**src/rtl/ctrl_pkg.sv**
```systemverilog
// Shared types and constants for the I2S sequencing controller.
//   frame_size_t : bits per channel selector (16 or 32)
//   state_t      : controller FSM states
//   BITS16_LAST / BITS32_LAST : reload values of the per-channel bit counter
package ctrl_pkg;

    typedef enum logic {
        f16bits = 1'b0,
        f32bits = 1'b1
    } frame_size_t;

    typedef enum logic [1:0] {
        IDLE    = 2'd0,
        PREFILL = 2'd1,
        RUN     = 2'd2,
        DRAIN   = 2'd3
    } state_t;

    localparam logic [4:0] BITS16_LAST = 5'd15;
    localparam logic [4:0] BITS32_LAST = 5'd31;

    // Bit-counter reload value (index of the last bit in a channel).
    function automatic logic [4:0] last_bit(input frame_size_t fs);
        return (fs == f32bits) ? BITS32_LAST : BITS16_LAST;
    endfunction

endpackage

```
**src/rtl/sck_gen.sv**
```systemverilog
// SCK generator: programmable divider plus registered bit clock.
//   pclk, rst_   : system clock, asynchronous active-low reset
//   run_i        : 1 = count and toggle; 0 = hold divider and sck at 0
//   clk_div_i    : SCK half-period in pclk cycles, minus 1
//   sck_o        : registered serial bit clock
//   rise_o       : high in the cycle whose edge takes sck 0->1
//   fall_o       : high in the cycle whose edge takes sck 1->0
module sck_gen (
    input  logic       pclk,
    input  logic       rst_,
    input  logic       run_i,
    input  logic [7:0] clk_div_i,
    output logic       sck_o,
    output logic       rise_o,
    output logic       fall_o
);

    logic [7:0] div_q, div_d;
    logic       sck_q, sck_d;
    logic       wrap;

    // Wrap only on an exact match: if clk_div shrinks below the current
    // count, the counter runs on and rolls over through 8'hFF -> 0.
    always_comb begin
        wrap  = run_i && (div_q == clk_div_i);
        div_d = div_q;
        sck_d = sck_q;
        if (!run_i) begin
            div_d = '0;
            sck_d = 1'b0;
        end else if (wrap) begin
            div_d = '0;
            sck_d = ~sck_q;
        end else begin
            div_d = div_q + 8'd1;
        end
    end

    always_ff @(posedge pclk or negedge rst_) begin
        if (!rst_) begin
            div_q <= '0;
            sck_q <= 1'b0;
        end else begin
            div_q <= div_d;
            sck_q <= sck_d;
        end
    end

    assign sck_o  = sck_q;
    assign rise_o = wrap & ~sck_q;
    assign fall_o = wrap &  sck_q;

endmodule

```
**src/rtl/i2s_seq_ctrl.sv**
```systemverilog
// I2S master sequencing controller: generates SCK/WS, paces the TX/RX FIFOs
// one bit per SCK edge and flags FIFO underrun/overrun.
//   pclk, rst_          : system clock, asynchronous active-low reset
//   en                  : run request; 0 stops at the end of the right channel
//   frame_size          : bits per channel, latched when leaving IDLE
//   clk_div             : SCK half-period in pclk cycles, minus 1
//   tx_empty, rx_full   : FIFO status flags
//   clr_err             : pulse, clears underrun/overrun
//   sck, ws             : registered I2S bit clock and word select
//   tx_read, rx_write   : one-cycle FIFO strobes, aligned with the sck change
//   underrun, overrun   : sticky error flags
//   busy                : controller not in IDLE
module i2s_seq_ctrl
    import ctrl_pkg::*;
(
    input  logic        pclk,
    input  logic        rst_,
    input  logic        en,
    input  frame_size_t frame_size,
    input  logic [7:0]  clk_div,
    input  logic        tx_empty,
    input  logic        rx_full,
    input  logic        clr_err,
    output logic        sck,
    output logic        ws,
    output logic        tx_read,
    output logic        rx_write,
    output logic        underrun,
    output logic        overrun,
    output logic        busy
);

    state_t      state_q;
    frame_size_t fs_q;
    logic [4:0]  bitcnt_q;
    logic        ws_q;
    logic        tx_read_q, rx_write_q;
    logic        underrun_q, overrun_q;
    logic        busy_q;

    logic        run;
    logic        rise, fall;

    assign run = (state_q == RUN) || (state_q == DRAIN);

    sck_gen u_sck_gen (
        .pclk      (pclk),
        .rst_      (rst_),
        .run_i     (run),
        .clk_div_i (clk_div),
        .sck_o     (sck),
        .rise_o    (rise),
        .fall_o    (fall)
    );

    always_ff @(posedge pclk or negedge rst_) begin
        if (!rst_) begin
            state_q    <= IDLE;
            fs_q       <= f16bits;
            bitcnt_q   <= '0;
            ws_q       <= 1'b0;
            tx_read_q  <= 1'b0;
            rx_write_q <= 1'b0;
            underrun_q <= 1'b0;
            overrun_q  <= 1'b0;
            busy_q     <= 1'b0;
        end else begin
            // Strobes and flags change on the same edge as sck; events only
            // exist while the divider runs, i.e. in RUN or DRAIN.
            tx_read_q  <= fall & ~tx_empty;
            rx_write_q <= rise & ~rx_full;
            underrun_q <= (fall & tx_empty) | (underrun_q & ~clr_err);
            overrun_q  <= (rise & rx_full)  | (overrun_q  & ~clr_err);

            case (state_q)
                IDLE: begin
                    if (en) begin
                        state_q <= PREFILL;
                        fs_q    <= frame_size;
                        busy_q  <= 1'b1;
                    end
                end
                PREFILL: begin
                    if (!en) begin
                        state_q <= IDLE;
                        busy_q  <= 1'b0;
                    end else if (!tx_empty) begin
                        state_q  <= RUN;
                        bitcnt_q <= last_bit(fs_q);
                        ws_q     <= 1'b0;
                    end
                end
                RUN, DRAIN: begin
                    if (fall) begin
                        if (bitcnt_q == '0) begin
                            bitcnt_q <= last_bit(fs_q);
                            ws_q     <= ~ws_q;
                        end else begin
                            bitcnt_q <= bitcnt_q - 5'd1;
                        end
                    end
                    if (state_q == RUN) begin
                        if (!en) state_q <= DRAIN;
                    end else if (en) begin
                        state_q <= RUN;
                    end else if (fall && (bitcnt_q == '0) && ws_q) begin
                        // End of right channel: sck falls on this edge anyway.
                        state_q  <= IDLE;
                        busy_q   <= 1'b0;
                        ws_q     <= 1'b0;
                        bitcnt_q <= '0;
                    end
                end
                default: begin
                    state_q <= IDLE;
                    busy_q  <= 1'b0;
                end
            endcase
        end
    end

    assign ws       = ws_q;
    assign tx_read  = tx_read_q;
    assign rx_write = rx_write_q;
    assign underrun = underrun_q;
    assign overrun  = overrun_q;
    assign busy     = busy_q;

endmodule
```
**config.mk**
```make
export PLATFORM = sky130hd
export DESIGN_NAME = i2s_seq_ctrl
export DESIGN_NICKNAME = d
export VERILOG_FILES = /design/src/rtl/ctrl_pkg.sv /design/src/rtl/sck_gen.sv /design/src/rtl/i2s_seq_ctrl.sv
export SDC_FILE = /design/constraint.sdc
export NUM_CORES = 1
export LEC_CHECK = 0
export BUFFER_PORTS_ARGS = -buffer_cell sky130_fd_sc_hd__buf_4
export CORE_MARGIN = 2
export CORE_UTILIZATION = 54
export CTS_CLUSTER_SIZE = 8
export DETAILED_ROUTE_END_ITERATION = 8
export PLACE_DENSITY_LB_ADDON = 0.08
export SYNTH_ARGS = -nofsm -noshare
export SYNTH_HDL_FRONTEND = slang
export SYNTH_SLANG_ARGS = --single-unit
export TNS_END_PERCENT = 20
```
**constraint.sdc**
```tcl
create_clock -name pclk -period 2.2 [get_ports pclk]
set_input_delay 0.44 -clock pclk [delete_from_list [all_inputs] [get_ports pclk]]
set_output_delay 0.44 -clock pclk [all_outputs]
set_load 0.05 [all_outputs]
```
==> metrics.md <==
| Metric | Value |
|---|---|
| VDD IR-drop max | 0.599 mV |
| Initial core utilization | 0.561 |
| Worst Skew | 1.64 ps |
| Fin nets | between 150 and 200 |
| Worst path cell trace | inv_1 > ha_1 > or3b_1 > or2_2 > nor3_2 > a21o_1 > a21oi_1 |
| # DRC | 0 |
| Pwr dens | around 900 nW/um^2 |
| Post-CTS setup buffers | 0 |
| Top-count cell post-synth | dfrtp_1 |
| Clk_lat worst skew | between 300 and 400 ps |
| GR Overflow Total | 0 |
| Post-DRT Antenna Nets | 0 |
| Combinational power share | 0.359 |
| Hold Path Class | in2async |
| PostCTS Resize Cnt | 0 |
| Switching power | just under 500 uW |
| Slowest stage cell, crit path | dfrtp_1 |
| Slew Limit Fails | 0 |
| Pint | roughly 800 uW |
| R2R Path Start | bitcnt_q[0] |
| Flops & latches, synth | 23 |
| Final hold vios | 6 |
| Fmax | between 500 and 600 MHz |
| Clock share of power | 0.149 |
| CTS Buffer Depth | 2 |
| Seq pwr share | 0.492 |
| Die W | slightly above 50 um |
| Post-synth top area share | 0.473 |
| Vias in the first global route | between 900 and 1k |
| Final wirelength | between 2 and 2.5 mm |
| Via/cell ratio | 5.35 |
| Most frequent cells after synthesis | dfrtp_1, nor2_1, nand2_1, xnor2_1, nand3_1 |
| Antenna violations before repair | 0 |
| Syn nets | roughly 140 |
| Ys async rst share | 1.00 |
| Max Cap Violations | 0 |
| Ports | 22 |
| All-Layer GR Usage | 0.205 |
| Fin cells | 174 |
| Cell row count | 17 |
| Pwr Total | around 1300 uW |
| Startpoint types | flip-flop |
| Status | finished, violations left |
| DP Wirelength | 1.67 mm |
| Die area | around 2600 um^2 |
| Layout overhead on the synthesized area | 18.0% |
| Switching share of power | 0.383 |
| Crit-path max FO | 4 |
| Required @ worst endpoint | around 2400 ps |
| Synth warnings | 0 |
| Tcrit/Tclk final | 0.881 |
| Leak | 0.000714 uW |
| DR iter-0 viols | 6 |
| Fraction of layout cells with a size suffix above 1 | 0.240 |
| Ant. Diodes | 0 |
| Largest stage delay, worst path | approximately 420 ps |
| Relative slew slack | 0.627 |
| Worst R2R End | bitcnt_q[0] |
| R2R setup slack | 260 ps |
| Slew @ Worst Pin | ~560 ps |
| Reg2Reg Depth | 7 |
| Area leader, netlist | dfrtp_1 |
| DP Cell Count | 170 |
| Final setup viols | 0 |
| Root buffer cell | clkbuf_4 |
| Post-synthesis instance total | between 100 and 150 |
| Crit path capture type | flip-flop |
| Hold buffers post-CTS | 0 |
| Main synth FF type | dfrtp_1 |
| PortBufs | 21 |
| Final GP Congestion | about 0.83 |
| Sink Count | 23 |
| Failing checks | negative hold slack |
| Filler cells | between 150 and 200 |
| Ranking of synthesized cells by area | dfrtp_1, xnor2_1, xor2_1 |
| Vias | 931 |
| Setup CP Type | reg2reg |
| RSZ-0062 raised after global routing | no |
| CTS tree | built |
| Drt wl/cell | 13.0 um |
| Worst Path Arrival | roughly 2100 ps |
| TritonCTS Buffers | 3 |
| Final hold slack | -3.98 ps |
| Seq/Total Area, Yosys | 0.473 |
| Post-Syn Area | between 1000 and 1500 um^2 |
| Synth cell types | 33 |
| Clock H-tree levels | 1 |
| Final cell utilization of the core | 0.661 |
| Core footprint | between 2000 and 2500 um^2 |
| First drt pass iteration count | 3 |
| First-pass GRT wire length | 4.08 mm |
| Post-Syn Area per Cell | roughly 10 um^2 |
| Largest net degree at the start of global routing | 24 |
| Final critical-path required period | 1940 ps |
| CTS clock-pin slew for the worst setup and hold paths | around 120 ps |
| Post-Route Setup TNS | 0 ps |
| Die height | roughly 50 um |
| Post-synth EDFFs | 0 |
-- critical path: cells and delay by family (launching register included) --
kind / cells / cell delay (ps)
AO/OA/AOI/OAI: 2 / 190
buffers and inverters: 1 / 70
flip-flops: 1 / 420
adder cells (fa/ha/maj): 1 / 170
AND/OR/NAND/NOR: 3 / 970
-- placed cells by master (no fill, tap or decap), types with 3 or more instances in the layout --
cell,n
a21o_1,6
a21oi_1,5
and3_1,3
buf_4,22
clkbuf_4,3
dfrtp_1,23
inv_1,6
nand2_1,10
nand3_1,7
nor2_1,13
nor3_1,4
o21ai_0,3
xnor2_1,9
xor2_1,6
-- flip-flops by register name (all words and copies together), names as in the netlist, named ones only --
signal / count
u_sck_gen.sck_o: 1
ws: 1
busy: 1
bitcnt_q: 5
overrun: 1
tx_read: 1
rx_write: 1
underrun: 1
fs_q: 1
u_sck_gen.div_q: 8
state_q: 1
-- metrics by stage --
stage / worst slack [ps] / area (um^2)
6_report: 262 / 1440
5_1_grt: 113 / 1440
4_1_cts: 263 / 1440
3_5_place_dp: 286 / 1410
3_3_place_gp: 336 / 1410
2_1_floorplan: 419 / 1220
-- layer usage --
metal  wire length, um  vias to the layer above  global-route usage
met3               122                        2              0.0526
li1                  -                      473                   -
met1              1010                      437               0.247
met4                14                        0              0.0395
met2              1110                       19               0.370
met5                 0                        -                   0
-- final cells by class --
type	count	area, um^2	area share
Timing Repair Buffer	22	165	0.115
Inverter	6	22.5	0.0157
Sequential cell	23	576	0.401
Multi-Input combinational cell	91	611	0.425
Tap cell	28	35.0	0.0244
Clock buffer	4	26.3	0.0183
-- power groups by stage --
stage                     registers, uW  clock network [uW]  logic (uW)
after floorplan                     653                   0         329
after global placement              641                   0         448
after detailed placement            645                   0         461
after CTS                           637                 203         470
after global routing                652                 218         537
final                               636                 193         464
-- cell families (layout without fill, tap and decap cells) --
| logic type | Yosys count | after routing | synth area share |
|---|---|---|---|
| DFF | 23 | 23 | 0.473 |
| muxes | 1 | 1 | 0.00926 |
| AOI/OAI and AO/OA | 22 | 22 | 0.126 |
| and+or+nand+nor | 51 | 51 | 0.239 |
| buffers and inverters | 8 | 32 | 0.0247 |
| adders and majority gates | 2 | 2 | 0.0206 |
| xor gates and xnor gates | 15 | 15 | 0.108 |
-- worst max-delay path by stage --
stage | end | from
after floorplan | bitcnt_q[0] | bitcnt_q[0]
after global placement | bitcnt_q[0] | bitcnt_q[0]
after detailed placement | bitcnt_q[0] | bitcnt_q[0]
after CTS | bitcnt_q[0] | bitcnt_q[0]
after global routing | bitcnt_q[3] | bitcnt_q[0]
final | bitcnt_q[0] | bitcnt_q[0]
No activity file was read; power rests on OpenSTA's default activity.
